==> config.mk <==
export PLATFORM = sky130hd
export DESIGN_NAME = alu_issue_sequencer
export DESIGN_NICKNAME = d
export VERILOG_FILES = /design/src/rtl/alu_issue_sequencer.sv
export SDC_FILE = /design/constraint.sdc
export NUM_CORES = 1
export LEC_CHECK = 0
export CAP_MARGIN = 20
export CORE_MARGIN = 5
export CORE_UTILIZATION = 45
export CTS_BUF_LIST = sky130_fd_sc_hd__clkbuf_8
export CTS_CLUSTER_SIZE = 10
export DETAILED_ROUTE_END_ITERATION = 8
export HOLD_SLACK_MARGIN = 0.03
export PLACE_DENSITY = 0.78
export SYNTH_ARGS = -nofsm -noshare
export SYNTH_HDL_FRONTEND = slang
export SYNTH_SLANG_ARGS = --single-unit
==> constraint.sdc <==
create_clock -name clk -period 3.8 [get_ports clk]
set_clock_uncertainty 0.1 [all_clocks]
set_input_delay 0.76 -clock clk [delete_from_list [all_inputs] [get_ports clk]]
set_output_delay 0.76 -clock clk [all_outputs]
set_load 0.05 [all_outputs]
==> src/rtl/alu_issue_sequencer.sv <==
// Issue sequencer between ID and ID/EX: passes ALU ops through with one cycle of latency
// and splits an A-type SWAP into two MOVE micro-ops, stalling IF/ID for the second one.
module alu_issue_sequencer #(
    parameter int unsigned DW = 16,
    parameter int unsigned RW = 4
) (
    input  logic          clk,
    input  logic          rst,
    input  logic          id_valid,
    input  logic [3:0]    id_aluop,
    input  logic [3:0]    id_funct,
    input  logic [RW-1:0] id_op1,
    input  logic [RW-1:0] id_op2,
    input  logic [DW-1:0] id_a,
    input  logic [DW-1:0] id_b,
    input  logic          flush,
    input  logic          hold,
    output logic          ex_valid,
    output logic [3:0]    ex_aluop,
    output logic [3:0]    ex_funct,
    output logic [DW-1:0] ex_a,
    output logic [DW-1:0] ex_b,
    output logic [RW-1:0] ex_wr_addr,
    output logic          ex_wr_en,
    output logic          id_stall
);

    localparam logic [3:0] AluopAType = 4'b0001;
    localparam logic [3:0] FunctSwap  = 4'b1111;
    localparam logic [3:0] FunctMove  = 4'b1110;

    typedef enum logic [0:0] {StPass, StSwap2} state_e;

    state_e        state_q, state_d;
    logic          valid_q, valid_d;
    logic [3:0]    aluop_q, aluop_d;
    logic [3:0]    funct_q, funct_d;
    logic [DW-1:0] a_q, a_d;
    logic [DW-1:0] b_q, b_d;
    logic [RW-1:0] wr_addr_q, wr_addr_d;
    logic          wr_en_q, wr_en_d;
    logic [DW-1:0] sv_a_q, sv_a_d;
    logic [RW-1:0] sv_op2_q, sv_op2_d;
    logic          is_swap;
    logic          owns_wb;

    assign is_swap = id_valid && (id_aluop == AluopAType) && (id_funct == FunctSwap);
    // Load, store and branch write-back is handled elsewhere in the pipeline.
    assign owns_wb = (id_aluop == 4'b0001) || (id_aluop == 4'b1001) || (id_aluop == 4'b1010);

    always_comb begin
        state_d   = state_q;
        valid_d   = valid_q;
        aluop_d   = aluop_q;
        funct_d   = funct_q;
        a_d       = a_q;
        b_d       = b_q;
        wr_addr_d = wr_addr_q;
        wr_en_d   = wr_en_q;
        sv_a_d    = sv_a_q;
        sv_op2_d  = sv_op2_q;

        if (flush) begin
            valid_d = 1'b0;
            wr_en_d = 1'b0;
            state_d = StPass;
        end else if (!hold) begin
            case (state_q)
                StPass: begin
                    if (id_valid) begin
                        valid_d   = 1'b1;
                        aluop_d   = id_aluop;
                        funct_d   = id_funct;
                        a_d       = id_a;
                        b_d       = id_b;
                        wr_addr_d = id_op1;
                        wr_en_d   = owns_wb;
                        if (is_swap) begin
                            funct_d  = FunctMove;
                            wr_en_d  = 1'b1;
                            sv_a_d   = id_a;
                            sv_op2_d = id_op2;
                            state_d  = StSwap2;
                        end
                    end else begin
                        valid_d = 1'b0;
                        wr_en_d = 1'b0;
                    end
                end
                StSwap2: begin
                    valid_d   = 1'b1;
                    aluop_d   = AluopAType;
                    funct_d   = FunctMove;
                    a_d       = '0;
                    b_d       = sv_a_q;
                    wr_addr_d = sv_op2_q;
                    wr_en_d   = 1'b1;
                    state_d   = StPass;
                end
                default: state_d = StPass;
            endcase
        end
    end

    always_ff @(posedge clk) begin
        if (rst) begin
            state_q   <= StPass;
            valid_q   <= 1'b0;
            aluop_q   <= '0;
            funct_q   <= '0;
            a_q       <= '0;
            b_q       <= '0;
            wr_addr_q <= '0;
            wr_en_q   <= 1'b0;
            sv_a_q    <= '0;
            sv_op2_q  <= '0;
        end else begin
            state_q   <= state_d;
            valid_q   <= valid_d;
            aluop_q   <= aluop_d;
            funct_q   <= funct_d;
            a_q       <= a_d;
            b_q       <= b_d;
            wr_addr_q <= wr_addr_d;
            wr_en_q   <= wr_en_d;
            sv_a_q    <= sv_a_d;
            sv_op2_q  <= sv_op2_d;
        end
    end

    assign ex_valid   = valid_q;
    assign ex_aluop   = aluop_q;
    assign ex_funct   = funct_q;
    assign ex_a       = a_q;
    assign ex_b       = b_q;
    assign ex_wr_addr = wr_addr_q;
    assign ex_wr_en   = wr_en_q;
    assign id_stall   = hold || (state_q == StSwap2);

endmodule

==> results of run 1 <==
[where the power goes]
part / leakage [nW] / switching (mW) / internal [mW] / total (mW)
clock: 0.104 / 0.250 / 0.349 / 0.599
sequential: 0.545 / 0.0104 / 0.723 / 0.733
combinational: 0.731 / 0.162 / 0.121 / 0.283
[cells in the mapped netlist]
master / number
nor2b_1: 1
or4b_4: 1
nand3b_1: 1
a21oi_1: 43
buf_1: 1
inv_1: 2
nand2_1: 2
o41ai_1: 1
nand3_1: 2
nor2_1: 4
a2111oi_0: 1
nor4_1: 4
buf_6: 3
nor4_4: 1
a211oi_1: 20
clkbuf_1: 26
nor3_1: 6
mux2i_1: 41
o21ai_0: 19
nand2b_1: 43
a21o_1: 1
or4bb_1: 2
dfxtp_1: 67
nor3b_1: 2
or2_2: 1
nand4b_1: 19
or2_1: 1
o32ai_1: 1
buf_2: 2
[final timing paths]
| path | cells after the start | startpoint | end | slack [ns] |
|---|---|---|---|---|
| worst max-delay path | 4 | hold | id_stall | 0.54 |
| worst min-delay path | 2 | sv_a_q[6] | sv_a_q[6] | 0.37 |
| worst max register to register | 5 | state_q | sv_a_q[14] | 1.60 |
| worst min register to register | 2 | sv_a_q[6] | sv_a_q[6] | 0.37 |
[state kept, by name (all words and copies together) (netlist names)]
signal,count
ex_a,16
ex_aluop,4
ex_b,16
ex_funct,4
ex_valid,1
ex_wr_addr,4
ex_wr_en,1
state_q,1
sv_a_q,16
sv_op2_q,4
[per-layer routing]
layer	GRT usage	vias up	share of wire
li1	-	1321	-
met1	0.250	1305	0.44
met2	0.307	80	0.49
met3	0.0434	6	0.061
met4	0.0755	0	0.0067
met5	0	-	0
[placed cells by master, fill, tap and decap left out]
master            n
nand3b_1          1
dfxtp_2           1
a211oi_1         20
nor3b_1           2
nand4b_1         19
a2111oi_0         1
or2_2             1
nor3_1            6
nor4_4            1
bufinv_16         1
nand2_1           2
or4bb_1           2
a21o_1            1
buf_4             8
nor4_1            4
o32ai_1           1
nand3_1           2
nand2b_1         43
buf_2             1
or2_1             1
clkinv_2          1
o41ai_1           1
inv_1             2
o21ai_0          19
or4b_4            1
clkdlybuf4s50_1  98
nor2b_1           1
buf_16            1
nor2_4            1
a21oi_1          43
mux2i_1          41
nor2_1            3
clkbuf_8         12
dfxtp_1          66
[logic make-up after synthesis]
kind of cell / count (synthesis) / share of synthesized area
muxes: 41 / 0.136
and+or+nand+nor: 90 / 0.206
buffers and inverters: 34 / 0.0505
AOI/OAI and AO/OA: 86 / 0.164
DFF: 67 / 0.444
[cell type report]
type                    count  area share
clock inverters             2     0.00824
well taps                  77      0.0226
clock buffers              12      0.0388
multi-input cells         217       0.361
flip-flops and latches     67       0.316
inverters                   2     0.00176
repair buffers            108       0.252
[per-stage QoR]
| stage | instances | hold slack (ns) | utilization | power [mW] |
|---|---|---|---|---|
| final | 485 | 0.373 | 0.662 | 1.62 |
| after global routing | 485 | 0.380 | 0.662 | 1.68 |
| after CTS | 484 | 0.374 | 0.658 | 1.63 |
| after detailed placement | 470 | 0.361 | 0.627 | 1.03 |
| after global placement | 470 | 0.358 | 0.627 | 1.03 |
| after floorplan | 318 | 0.348 | - | 0.903 |
[critical path, delay by kind of cell]
kind	cells	cell delay (ns)
buffers and inverters	3	1.52
AND/OR/NAND/NOR	1	0.11
==> out/qor.csv, run 1 <==
metric;value;unit
status;finished clean;
port_buffers;99;
cts_buffers;9;
setup_viol;0;
die_y;91.9;um
synth.largest_area_cell;dfxtp_1;
clock_latency;0.33;ns
n_fill_cell;537;
gp_congestion;0.772;
drive_above_1_share;0.0711;
cts_root_buf;clkbuf_8;
clk_pin_slew;0.06;ns
first_pass_iters;4;
dpl.hpwl;5510;um
initial_core_util;0.470;
drc;0;
syn2layout_area_growth;40.8;%
start_kind;primary input;
vias_per_cell;5.59;
synth_top_area_frac;0.444;
maxCapViolCount;0;
design_area;0.00425;mm^2
wl_per_cell;17.2;um
placed_area;0.00403;mm^2
drt_iter0_markers;116;
power.density;380;mW/mm^2
grt_start_max_net_pins;77;
crit_fanout;7;
rsz0062_at_grt;false;
ys_warn_count;0;
finalHoldViolCount;0;
syn_avg_cell_area;9.50;um^2
yosys_register_bits;67;
die_x;91.9;um
final.setup.worst_slack;0.536;ns
grt_use_total;0.191;
period_share;0.859;
tightest_slew;0.737;ns
cts_tree;yes;
fmax;306;MHz
vias;2712;
final_nets;458;
cts_hold_buf;0;
path_cells;clkdlybuf4s50_1 > nor2_1 > inv_1 > clkdlybuf4s50_1;
seq_area;0.00134;mm^2
relSlewSlack;0.508;
period_needed;3.26;ns
grt_pass1_vias;2583;
wl;8360;um
synth_cells;318;
drv_slew;0;
synth_nets;371;
syn_area;0.00302;mm^2
post_cts_buffers;0;
slowest_delay;0.80;ns
cts.sinks;67;
ir_worst_vdd;0.244;mV
grt_pass1_wl;13000;um
antenna_found_initial;0;
final.setup.tns;0;ns
synthTopCellsByArea;dfxtp_1, mux2i_1, nand2b_1;
rows;29;
cpMostUsedCell;clkdlybuf4s50_1;
ant_nets;0;
multi_input_area;0.00153;mm^2
min_path_type;reg2reg;
cts_resized;0;
crit_required;2.94;ns
overflow;0;
seq_area_frac_synth;0.444;
cp-end-kind;primary output;
ys_types;29;
slowest_stage;clkdlybuf4s50_1;
pin_count;100;
clk_path_buf_depth;2;
post-place-ws;0.542;ns
core_area;0.00642;mm^2
h-tree-depth;3;
leakage;1.38;nW
antenna_cells;0;
critical_path_class;in2out;
cp.arrival;2.40;ns
die_area;0.00845;mm^2
(Power assumes the default switching activity.)
==> run 2: changes to the inputs <==
- ABC_CLOCK_PERIOD_IN_PS: default -> 3800
==> results of run 2 <==
Same layout as run 1: the final DEF is identical, and so are final timing and power.
==> run 3: changes to the inputs <==
- CORE_UTILIZATION: 45 -> 39
- PLACE_DENSITY: 0.78 -> 0.69
==> out/qor.csv, run 3 (synthesis gave the netlist of run 1 again) <==
metric;value;unit
pin_count;100;
start_kind;primary input;
finalHoldViolCount;0;
antenna_found_initial;0;
h-tree-depth;3;
drc;0;
cts_hold_buf;0;
path_cells;clkdlybuf4s50_1 > nor2_1 > inv_1 > clkdlybuf4s50_1;
clock_latency;0.34;ns
fmax;308;MHz
placed_area;0.00406;mm^2
die_x;98.0;um
power.density;408;mW/mm^2
tightest_slew;0.787;ns
critical_path_class;in2out;
dpl.hpwl;5630;um
fin_cells;511;
core_area;0.00765;mm^2
setup_viol;0;
grt_start_max_net_pins;49;
gp_congestion;0.791;
clk_path_buf_depth;2;
cts_resized;0;
dp_cells;495;
cp.arrival;2.39;ns
post_cts_buffers;0;
slowest_delay;0.80;ns
cts_buffers;9;
first_pass_iters;4;
design_area;0.00431;mm^2
wl;8550;um
die_y;98.0;um
min_path_type;reg2reg;
period_needed;3.25;ns
relSlewSlack;0.475;
drive_above_1_share;0.0733;
crit_required;2.94;ns
clk_pin_slew;0.06;ns
grt_pass1_vias;2651;
ir_worst_vdd;0.166;mV
initial_core_util;0.395;
rsz0062_at_grt;false;
maxCapViolCount;0;
leakage;1.39;nW
period_share;0.855;
crit_fanout;7;
drt_iter0_markers;106;
cts.sinks;67;
cp-end-kind;primary output;
antenna_cells;0;
slowest_stage;clkdlybuf4s50_1;
cts_tree;yes;
final_nets;457;
die_area;0.00960;mm^2
final.setup.tns;0;ns
mostFrequentLayoutCell;clkdlybuf4s50_1;
grt_use_total;0.178;
ant_nets;0;
final_cell_mix;clkdlybuf4s50_1, dfxtp_1, a21oi_1, nand2b_1, mux2i_1;
wl_per_cell;16.7;um
grt_pass1_wl;13800;um
vias;2659;
syn2layout_area_growth;42.6;%
overflow;0;
drv_slew;0;
cpMostUsedCell;clkdlybuf4s50_1;
vias_per_cell;5.20;
status;finished clean;
port_buffers;99;
cts_root_buf;clkbuf_8;
rows;32;
n_fill_cell;729;
-- run 3: cell types whose count changed in the layout (fill, tap and decap cells not counted), sizes merged --
cell,delta
clkinv,+2
bufinv,+2
buf,-1
clkbuf,-2
-- run 3: metrics by stage --
| stage | worst slack, ns | utilization | total power [mW] | hold WS (ns) |
|---|---|---|---|---|
| 3_5_place_dp | 0.559 | 0.531 | 1.03 | 0.362 |
| 6_report | 0.553 | 0.563 | 1.76 | 0.374 |
| 5_1_grt | 0.495 | 0.563 | 1.83 | 0.394 |
| 3_3_place_gp | 0.577 | 0.531 | 1.03 | 0.359 |
| 2_1_floorplan | 1.60 | - | 0.903 | 0.348 |
| 4_1_cts | 0.548 | 0.563 | 1.77 | 0.379 |
-- run 3: worst max-delay path: cells and delay by family --
family	cells	cell delay, ns
and+or+nand+nor	1	0.11
buffers and inverters	3	1.51
-- run 3: where the power goes --
group | total [mW] | leakage [nW] | internal [mW] | switching (mW)
combinational | 0.278 | 0.718 | 0.118 | 0.160
sequential | 0.733 | 0.545 | 0.722 | 0.0107
clock | 0.747 | 0.126 | 0.455 | 0.292
-- run 3: routing by layer --
| layer | routed length (um) | vias up | share of wire | global-route usage |
|---|---|---|---|---|
| li1 | - | 1326 | - | - |
| met1 | 4010 | 1243 | 0.47 | 0.240 |
| met2 | 3870 | 80 | 0.45 | 0.265 |
| met3 | 529 | 10 | 0.062 | 0.0471 |
| met4 | 136 | 0 | 0.016 | 0.0852 |
| met5 | 0 | - | 0 | 0 |
-- run 3: worst paths after layout --
check | start | end | slack, ns | cells after the start
setup / recovery | hold | id_stall | 0.55 | 4
hold / removal | sv_a_q[9] | sv_a_q[9] | 0.37 | 2
setup reg to reg | state_q | sv_a_q[12] | 1.56 | 5
hold reg to reg | sv_a_q[9] | sv_a_q[9] | 0.37 | 2
-- run 3: final cells by class --
cell class | instances | area, um^2 | area share
clock buffer | 10 | 138 | 0.0319
tap | 102 | 128 | 0.0296
sequential | 67 | 1340 | 0.312
clock inverter | 6 | 113 | 0.0261
inverter | 2 | 7.51 | 0.00174
timing repair buffer | 107 | 1050 | 0.243
multi-input combinational | 217 | 1530 | 0.356
